--- src/rtl/fmc_adc_time_trig_seq.sv ---
// White Rabbit time-compare trigger sequencer: up to 16 armed slots fire trig_o when TAI time reaches their target.
// Optional periodic re-arm with repeat count is compiled in by FMC_ADC_TIME_TRIG_PERIODIC_EN.
`timescale 1ns/1ps

module fmc_adc_time_trig_seq #(
  parameter int g_NB_SLOTS       = 4,
  parameter int g_CYCLES_PER_SEC = 125000000
) (
  input  logic                  sys_clk_i,
  input  logic                  sys_rst_n_i,
  input  logic                  wr_tm_time_valid_i,
  input  logic [39:0]           wr_tm_tai_i,
  input  logic [27:0]           wr_tm_cycles_i,
  input  logic                  cfg_wr_i,
  input  logic [3:0]            cfg_slot_i,
  input  logic [39:0]           cfg_sec_i,
  input  logic [27:0]           cfg_cyc_i,
  input  logic [27:0]           cfg_period_i,
  input  logic [15:0]           cfg_count_i,
  input  logic [g_NB_SLOTS-1:0] cfg_disarm_i,
  output logic [g_NB_SLOTS-1:0] armed_o,
  output logic                  trig_o,
  output logic [3:0]            trig_slot_o,
  output logic [39:0]           trig_sec_o,
  output logic [27:0]           trig_cyc_o,
  output logic                  trig_late_o
);

  logic [g_NB_SLOTS-1:0] armed_q;
  logic [g_NB_SLOTS-1:0] pend_q;
  logic [g_NB_SLOTS-1:0] late_q;
  logic [g_NB_SLOTS-1:0] cmp;
  logic [g_NB_SLOTS-1:0] gt;
  logic [g_NB_SLOTS-1:0] wr_hit;
  logic [g_NB_SLOTS-1:0] kill;
  logic [g_NB_SLOTS-1:0] sel;
  logic [39:0]           sec_q [g_NB_SLOTS];
  logic [27:0]           cyc_q [g_NB_SLOTS];
  logic [67:0]           now;
  logic                  sel_vld;
  logic [3:0]            sel_idx;
  logic [39:0]           sel_sec;
  logic [27:0]           sel_cyc;
  logic                  sel_late;

  assign now     = {wr_tm_tai_i, wr_tm_cycles_i};
  assign armed_o = armed_q;

  always_comb begin
    wr_hit = '0;
    kill   = '0;
    cmp    = '0;
    gt     = '0;
    for (int i = 0; i < g_NB_SLOTS; i++) begin
      wr_hit[i] = cfg_wr_i && (cfg_slot_i == 4'(i));
      kill[i]   = wr_hit[i] || cfg_disarm_i[i];
      cmp[i]    = armed_q[i] && wr_tm_time_valid_i && (now >= {sec_q[i], cyc_q[i]});
      gt[i]     = now > {sec_q[i], cyc_q[i]};
    end
  end

  // Scanning downward lets the lowest pending, non-killed slot win the output stage.
  always_comb begin
    sel      = '0;
    sel_vld  = 1'b0;
    sel_idx  = '0;
    sel_sec  = '0;
    sel_cyc  = '0;
    sel_late = 1'b0;
    for (int i = g_NB_SLOTS - 1; i >= 0; i--) begin
      if (pend_q[i] && !kill[i]) begin
        sel      = '0;
        sel[i]   = 1'b1;
        sel_vld  = 1'b1;
        sel_idx  = 4'(i);
        sel_sec  = sec_q[i];
        sel_cyc  = cyc_q[i];
        sel_late = late_q[i];
      end
    end
  end

`ifdef FMC_ADC_TIME_TRIG_PERIODIC_EN
  localparam logic [27:0] c_CPS        = 28'(g_CYCLES_PER_SEC);
  localparam logic [27:0] c_PERIOD_MAX = 28'(g_CYCLES_PER_SEC - 1);

  logic [27:0] per_q   [g_NB_SLOTS];
  logic [15:0] cnt_q   [g_NB_SLOTS];
  logic [39:0] nxt_sec [g_NB_SLOTS];
  logic [27:0] nxt_cyc [g_NB_SLOTS];
  logic [27:0] per_load;
  logic [28:0] sum;

  // Next target after a periodic fire, wrapping cycles into the following second.
  always_comb begin
    per_load = (cfg_period_i >= c_CPS) ? c_PERIOD_MAX : cfg_period_i;
    sum      = '0;
    for (int i = 0; i < g_NB_SLOTS; i++) begin
      sum        = {1'b0, cyc_q[i]} + {1'b0, per_q[i]};
      nxt_sec[i] = sec_q[i];
      nxt_cyc[i] = sum[27:0];
      if (sum >= {1'b0, c_CPS}) begin
        nxt_cyc[i] = 28'(sum - {1'b0, c_CPS});
        nxt_sec[i] = sec_q[i] + 40'd1;
      end
    end
  end
`else
  logic unused_cfg;
  assign unused_cfg = ^{cfg_period_i, cfg_count_i};
`endif

  // Pending is sticky from the first matching compare so late reflects that sample.
  always_ff @(posedge sys_clk_i or negedge sys_rst_n_i) begin
    if (!sys_rst_n_i) begin
      armed_q <= '0;
      pend_q  <= '0;
      late_q  <= '0;
      for (int i = 0; i < g_NB_SLOTS; i++) begin
        sec_q[i] <= '0;
        cyc_q[i] <= '0;
`ifdef FMC_ADC_TIME_TRIG_PERIODIC_EN
        per_q[i] <= '0;
        cnt_q[i] <= '0;
`endif
      end
    end else begin
      for (int i = 0; i < g_NB_SLOTS; i++) begin
        if (wr_hit[i]) begin
          armed_q[i] <= 1'b1;
          pend_q[i]  <= 1'b0;
          sec_q[i]   <= cfg_sec_i;
          cyc_q[i]   <= cfg_cyc_i;
`ifdef FMC_ADC_TIME_TRIG_PERIODIC_EN
          per_q[i]   <= per_load;
          cnt_q[i]   <= cfg_count_i;
`endif
        end else if (cfg_disarm_i[i]) begin
          armed_q[i] <= 1'b0;
          pend_q[i]  <= 1'b0;
        end else if (sel[i]) begin
          pend_q[i] <= 1'b0;
`ifdef FMC_ADC_TIME_TRIG_PERIODIC_EN
          if (per_q[i] != '0 && cnt_q[i] != 16'd1) begin
            sec_q[i] <= nxt_sec[i];
            cyc_q[i] <= nxt_cyc[i];
            if (cnt_q[i] != '0)
              cnt_q[i] <= cnt_q[i] - 16'd1;
          end else begin
            armed_q[i] <= 1'b0;
          end
`else
          armed_q[i] <= 1'b0;
`endif
        end else if (cmp[i] && !pend_q[i]) begin
          pend_q[i] <= 1'b1;
          late_q[i] <= gt[i];
        end
      end
    end
  end

  always_ff @(posedge sys_clk_i or negedge sys_rst_n_i) begin
    if (!sys_rst_n_i) begin
      trig_o      <= 1'b0;
      trig_slot_o <= '0;
      trig_sec_o  <= '0;
      trig_cyc_o  <= '0;
      trig_late_o <= 1'b0;
    end else begin
      trig_o <= sel_vld;
      if (sel_vld) begin
        trig_slot_o <= sel_idx;
        trig_sec_o  <= sel_sec;
        trig_cyc_o  <= sel_cyc;
        trig_late_o <= sel_late;
      end
    end
  end

endmodule

--- config.mk ---
export PLATFORM = sky130hd
export DESIGN_NAME = fmc_adc_time_trig_seq
export DESIGN_NICKNAME = d
export VERILOG_FILES = /design/src/rtl/fmc_adc_time_trig_seq.sv
export SDC_FILE = /design/constraint.sdc
export NUM_CORES = 1
export LEC_CHECK = 0
export BUFFER_PORTS_ARGS = -buffer_cell sky130_fd_sc_hd__buf_2
export CORE_MARGIN = 3
export CORE_UTILIZATION = 35
export DETAILED_ROUTE_END_ITERATION = 8
export PLACE_DENSITY = 0.54
export RECOVER_POWER = 50
export SLEW_MARGIN = 20
export SYNTH_ARGS = -nofsm -noshare
export SYNTH_HDL_FRONTEND = slang
export SYNTH_SLANG_ARGS = --single-unit
--- constraint.sdc ---
create_clock -name sys_clk_i -period 2.22 [get_ports sys_clk_i]
set_input_delay 0 -clock sys_clk_i [delete_from_list [all_inputs] [get_ports sys_clk_i]]
set_output_delay 0 -clock sys_clk_i [all_outputs]
set_load 0.005 [all_outputs]
==> flow_summary.ini, run 1 <==
[global_routing]
grt_pass1_wl_um = 114000
track_usage_pct = 23.0
grt_pass1_vias = 19600
grt_max_degree = 138
grt_overflow = 0
antenna_found_initial = 7

[critical_path]
crit_path_max_fanout = 3
cp.arrival_ns = 2.91
start_kind = register
r2r_end = late_q[1]
setup.worst_path.end_class = register
crit_start = sec_q[94]
worstReg2RegStart = sec_q[94]
ff2ff_setup_slack_ns = -0.22
crit_required_ns = 2.69
rr_worst_depth = 10
critPathKind = register to register

[synth]
yosysSeqAreaShare_pct = 42.2
synth_edf_count = 0
synth-seq-cells = 356
synth_ff_type = dfrtp_1
postSynthAreaPerCell_um2 = 9.19
ys_async_sr_fraction_pct = 100
synth_cell_type_count = 68
syn_area_um2 = 21100
ys_warn_count = 0
syn-instance-count = 2296

[clocking]
cts_num_sinks = 356
clock_latency_ns = 0.58
cts_root_buffer = clkbuf_16
numCtsBuffers = 44
cts_buffer_depth = 3
cts_tree = done
clkTransAtPathRegs_ns = 0.06
ctsHtreeMaxLevel = 2

[sta]
period_minus_slack_ns = 2.44
worst_slack_ns = -0.219
rsz0062_at_grt = yes
holdWs_ns = 0.0856
slew_viol_final = 0
finClkSkew_ns = 0.0151
tightest_slew_ns = 0.946
max_slew_margin_pct = 36.9
finalHoldViolations = 0
setup_tns_ns = -1.26
clock.fmax_ghz = 0.410
min_period_over_period_pct = 110
setup_viol = 8

[route]
drt_iter0_drc = 1137
wire_per_inst_um = 20.0
drc = 0
drt-total-wl_um = 73100
viasPerCell = 5.26
ant_nets = 0
drt-pass1-iter-count = 5
vias = 19200

[run]
cap_violations = 0

[floorplanning]
floorplan.initialDensity_pct = 35.5
dieArea_um2 = 63200
die_x_um = 251
num_rows = 89
die_h_um = 251
core_area_um2 = 59400
ios = 270

[power_and_ir_drop]
p_per_area_nw_per_um2 = 866
p_leak_uw = 0.0133
peakVddDrop_mv = 0.464

[placed_design]
placed_cells = 3461
placed_cell_area_um2 = 25000
portBuffers = 223
hpwl_um = 52100
dp_worst_setup_slack_ns = -0.552
routabilityCongestion = 0.921

[layout]
fill_cells = 5680
final_nets = 3308
drive_above_1_share_pct = 25.9
area_growth_pct = 33.1
final_cells = 3652
final_cell_area_um2 = 28100

[worst_hold_path]
hold_class = primary input to register
worst_hold_startpoint = wr_tm_tai_i[39]
holdPathStages = 6
holdPathEnd = late_q[1]

[status]
status = complete, but fails checks
violations = negative setup slack
## layout make-up
cell class / count / area [um^2] / share of cell area [%]
antenna: 3 / 7.51 / 0.0267
clock buffer: 64 / 1280 / 4.55
clock inverter: 14 / 80.1 / 0.285
inverter: 282 / 1060 / 3.78
multi-input combinational: 1559 / 11500 / 40.9
sequential: 356 / 8910 / 31.7
tap: 773 / 967 / 3.45
timing repair buffer: 601 / 4290 / 15.3
## logic make-up after synthesis
| kind of cell | Yosys count | synth area share, % |
|---|---|---|
| AOI/OAI and AO/OA | 642 | 18.4 |
| adders and majority gates | 272 | 16.1 |
| buffers and inverters | 382 | 7.23 |
| DFF | 356 | 42.2 |
| muxes | 73 | 3.89 |
| other | 1 | 0.0178 |
| and+or+nand+nor | 570 | 12.1 |
## registers in the layout, indices dropped and copies added (netlist names)
register,count
trig_slot_o,2
cyc_q,112
pend_q,4
trig_o,1
trig_sec_o,40
late_q,4
sec_q,160
armed_o,4
trig_cyc_o,28
trig_late_o,1
## cell usage in the layout (no fill, tap or decap), types with 7 or more instances in the layout
cell type	instances
ha_1	239
buf_2	181
clkbuf_1	52
dlygate4sd3_1	81
clkbuf_16	45
inv_2	26
a221oi_1	72
clkinv_2	11
o21ai_1	10
nand3_1	23
nor4_4	7
clkbuf_8	8
a21o_1	29
mux2_2	71
inv_1	255
ha_4	33
buf_4	269
nor2b_1	8
nand4_1	58
buf_12	14
nand2_1	293
a21oi_1	147
o22ai_1	26
dfrtp_1	356
nand2b_1	8
a211oi_1	51
o21ai_0	251
nor2_1	115
## power breakdown
group	leakage (uW)	switching, uW	internal [uW]
sequential	0.00431	1070	8330
combinational	0.00836	4200	3800
clock	0.000677	2930	3980
## worst max-delay path by stage
stage / to / depth (start not counted)
6_report: late_q[1] / 10
5_1_grt: late_q[1] / 10
4_1_cts: late_q[1] / 9
3_5_place_dp: late_q[1] / 9
3_3_place_gp: late_q[2] / 10
2_1_floorplan: late_q[0] / 9
## timing repair
action                     in CTS  in global routing
cloned                          0                  0
hold endpoints to repair      640                  0
hold buffers                   82                  0
setup buffers                  15                 13
resized for setup              82                 47
setup endpoints to repair       9                 37
pin swaps                      47                 35
## per-layer routing
layer / vias up / global-route usage (%) / part of all wire, %
met2: 512 / 39.0 / 48
met4: 6 / 6.53 / 2.3
met1: 9381 / 30.5 / 44
met5: - / 0 / 0.047
li1: 9205 / - / -
met3: 108 / 3.61 / 5.3
## cells in the mapped netlist (all sizes together), types with 7 or more instances
| master | number | area share (%) |
|---|---|---|
| a211oi | 55 | 2.0 |
| a21o | 29 | 1.0 |
| a21oi | 152 | 3.6 |
| a221oi | 78 | 3.2 |
| buf | 51 | 1.3 |
| clkbuf | 49 | 0.87 |
| dfrtp | 356 | 42 |
| ha | 272 | 16 |
| inv | 282 | 5.0 |
| mux2 | 72 | 3.8 |
| nand2 | 300 | 5.4 |
| nand2b | 8 | 0.24 |
| nand3 | 25 | 0.59 |
| nand4 | 58 | 1.7 |
| nor2 | 119 | 2.2 |
| nor2b | 8 | 0.24 |
| nor3 | 12 | 0.28 |
| nor4 | 13 | 0.39 |
| o21a | 7 | 0.25 |
| o21ai | 263 | 6.3 |
| o22ai | 26 | 0.77 |
## critical path, cell delays in order, from the launching register on
cell and delay (ns):
dfrtp_1 0.36, inv_2 0.06, ha_4 0.25, nand4_1 0.10
buf_6 0.15, nor4_4 0.33, buf_4 0.17, nand4_1 0.17
or3_4 0.38, mux2_4 0.27, o21a_1 0.10
## per-stage QoR
| stage | total power (uW) | util, % |
|---|---|---|
| 2_1_floorplan | 13200 | - |
| 3_3_place_gp | 16700 | 42.2 |
| 3_5_place_dp | 17000 | 42.2 |
| 4_1_cts | 24500 | 46.9 |
| 5_1_grt | 26100 | 47.3 |
| 6_report | 24300 | 47.3 |
No activity file was read; power rests on OpenSTA's default activity.
==> run 2: changes to the inputs <==
TNS_END_PERCENT = 5   (was default)
==> run 2 against run 1 <==
Effect of this change: the run still ends with negative setup slack left; hold slack better by 0.015 ns; cell count down 0.60%; largest power group unchanged; clock-buffer cell count did not move; critical endpoint unchanged; wire length is 0.81% lower; final area is 2.4% lower; register-to-register slack got worse by 0.10 ns; clock power hardly changed; clock skew hardly changed; sequential power is essentially flat; flip-flop and latch count did not move; highest routed layer unchanged; worst setup slack lost 0.10 ns; non-clock buffer count is 22 lower.
==> flow_summary.ini, run 2 (same netlist as run 1, synthesis figures left out) <==
[status]
status = complete, but fails checks
violations = negative setup slack

[placed_design]
routabilityCongestion = 0.921
hpwl_um = 52100
portBuffers = 223
dp_worst_setup_slack_ns = -0.552

[sta]
setup_tns_ns = -1.65
rsz0062_at_grt = yes
min_period_over_period_pct = 114
tightest_slew_ns = 0.947
period_minus_slack_ns = 2.54
finalHoldViolations = 0
clock.fmax_ghz = 0.394
setup_viol = 8
worst_slack_ns = -0.318
max_slew_margin_pct = 36.9
slew_viol_final = 0
finClkSkew_ns = 0.0152

[floorplanning]
die_h_um = 251
num_rows = 89
floorplan.initialDensity_pct = 35.5
core_area_um2 = 59400
ios = 270
dieArea_um2 = 63200
die_x_um = 251

[run]
cap_violations = 0

[layout]
final_util_pct = 46.2
fill_cells = 5750
largest_reg_flops = 160
drive_above_1_share_pct = 22.8
final_cell_mix = 356 x dfrtp_1, 297 x nand2_1, 277 x inv_1
layout_commonest_cell = dfrtp_1
area_growth_pct = 29.9
regMostFlops = sec_q
final_nets = 3286
top_regs = sec_q x160, cyc_q x112, trig_sec_o x40

[route]
ant_nets = 0
drt_iter0_drc = 1138
wire_per_inst_um = 20.0
viasPerCell = 5.26
vias = 19100
drt-total-wl_um = 72500
drc = 0
drt-pass1-iter-count = 5

[power_and_ir_drop]
p_per_area_nw_per_um2 = 873
peakVddDrop_mv = 0.462
p_leak_uw = 0.0132

[clocking]
clkTransAtPathRegs_ns = 0.06
cts_num_sinks = 356
ctsHtreeMaxLevel = 2
clock_latency_ns = 0.58
cts_tree = done
cts_buffer_depth = 3
numCtsBuffers = 44
cts_root_buffer = clkbuf_16

[global_routing]
track_usage_pct = 22.8
grt_overflow = 0
grt_pass1_vias = 19500
grt_use_met1_pct = 30.3
met3_usage_pct = 3.69
gr-usage-met2_pct = 38.6
grt_max_degree = 138
grt_pass1_wl_um = 113000
grt.busiest_layer = met2
antenna_found_initial = 7

[critical_path]
cp_top_family = simple AND/OR/NAND/NOR gates
cp.arrival_ns = 3.01
crit_buf_inv = 2
critical-path-max-stage-delay_ns = 0.39
crit_required_ns = 2.69
cpMaxStageDelayCell = or3_4
crit_path_max_fanout = 3
start_kind = register
crit_chain = inv_2 -> ha_4 -> nand4_1 -> nor4_4 -> buf_4 -> nand4_1 -> or3_4 -> mux2_4 -> o21a_1
critPathKind = register to register
setup.worst_path.end_class = register
crit_top_cell = nand4_1

[worst_hold_path]
hold_class = primary input to register
-- run 2: worst paths after layout --
kind                                 start              to  slack [ns]  depth (start not counted)
hold / removal             wr_tm_tai_i[39]       late_q[1]        0.10                          6
max in group asynchronous      sys_rst_n_i  trig_cyc_o[19]        0.15                          4
min in group asynchronous      sys_rst_n_i      sec_q[135]        0.67                          3
setup reg to reg                 sec_q[94]       late_q[1]       -0.32                          9
hold reg to reg             trig_sec_o[21]  trig_sec_o[21]        0.49                          2
setup / recovery                 sec_q[94]       late_q[1]       -0.32                          9
-- run 2: worst reg2reg max path, stage by stage, from the launching register on --
cell and delay (ns):
dfrtp_1 0.37, inv_2 0.06, ha_4 0.26, nand4_1 0.26, nor4_4 0.38, buf_4 0.17
nand4_1 0.18, or3_4 0.39, mux2_4 0.27, o21a_1 0.11
-- run 2: layout make-up --
cell class                      instances  area [um^2]  area share (%)
Timing Repair Buffer                  579         4110            15.0
Inverter                              282         1060            3.87
Clock buffer                           64         1280            4.66
Tap cell                              773          967            3.53
Antenna cell                            3         7.51          0.0274
Sequential cell                       356         8910            32.5
Clock inverter                         14         80.1           0.292
Multi-Input combinational cell       1559        11000            40.1
-- run 2: per-stage QoR --
step	instance area, um^2	total power, uW	hold WS [ns]	cells
after floorplan	21100	13200	-0.296	2297
after global placement	25000	16700	-0.0128	3461
after detailed placement	25000	17000	-0.0118	3461
after CTS	27500	24300	0.0564	3627
after global routing	27400	25700	0.136	3629
final	27400	23900	0.100	3630
-- run 2: layer usage --
| metal | part of all wire, % | wire (um) |
|---|---|---|
| met3 | 5.5 | 4020 |
| met4 | 2.4 | 1720 |
| met5 | 0.065 | 47 |
| met1 | 44 | 32000 |
| met2 | 48 | 34700 |
-- run 2: repair_timing --
action                     4_1_cts  5_1_grt
hold endpoints to repair       640        0
setup endpoints to repair        9       37
setup buffers                    6        0
resized for setup               33       17
hold buffers                    82        0
pin swaps                       21        8
-- run 2: power breakdown --
group / total, uW / switching [uW] / internal, uW / leakage, uW
registers: 9380 / 1050 / 8330 / 0.00431
logic: 7620 / 4040 / 3590 / 0.00822
clock network: 6910 / 2930 / 3980 / 0.000677
total: 23900 / 8010 / 15900 / 0.0132
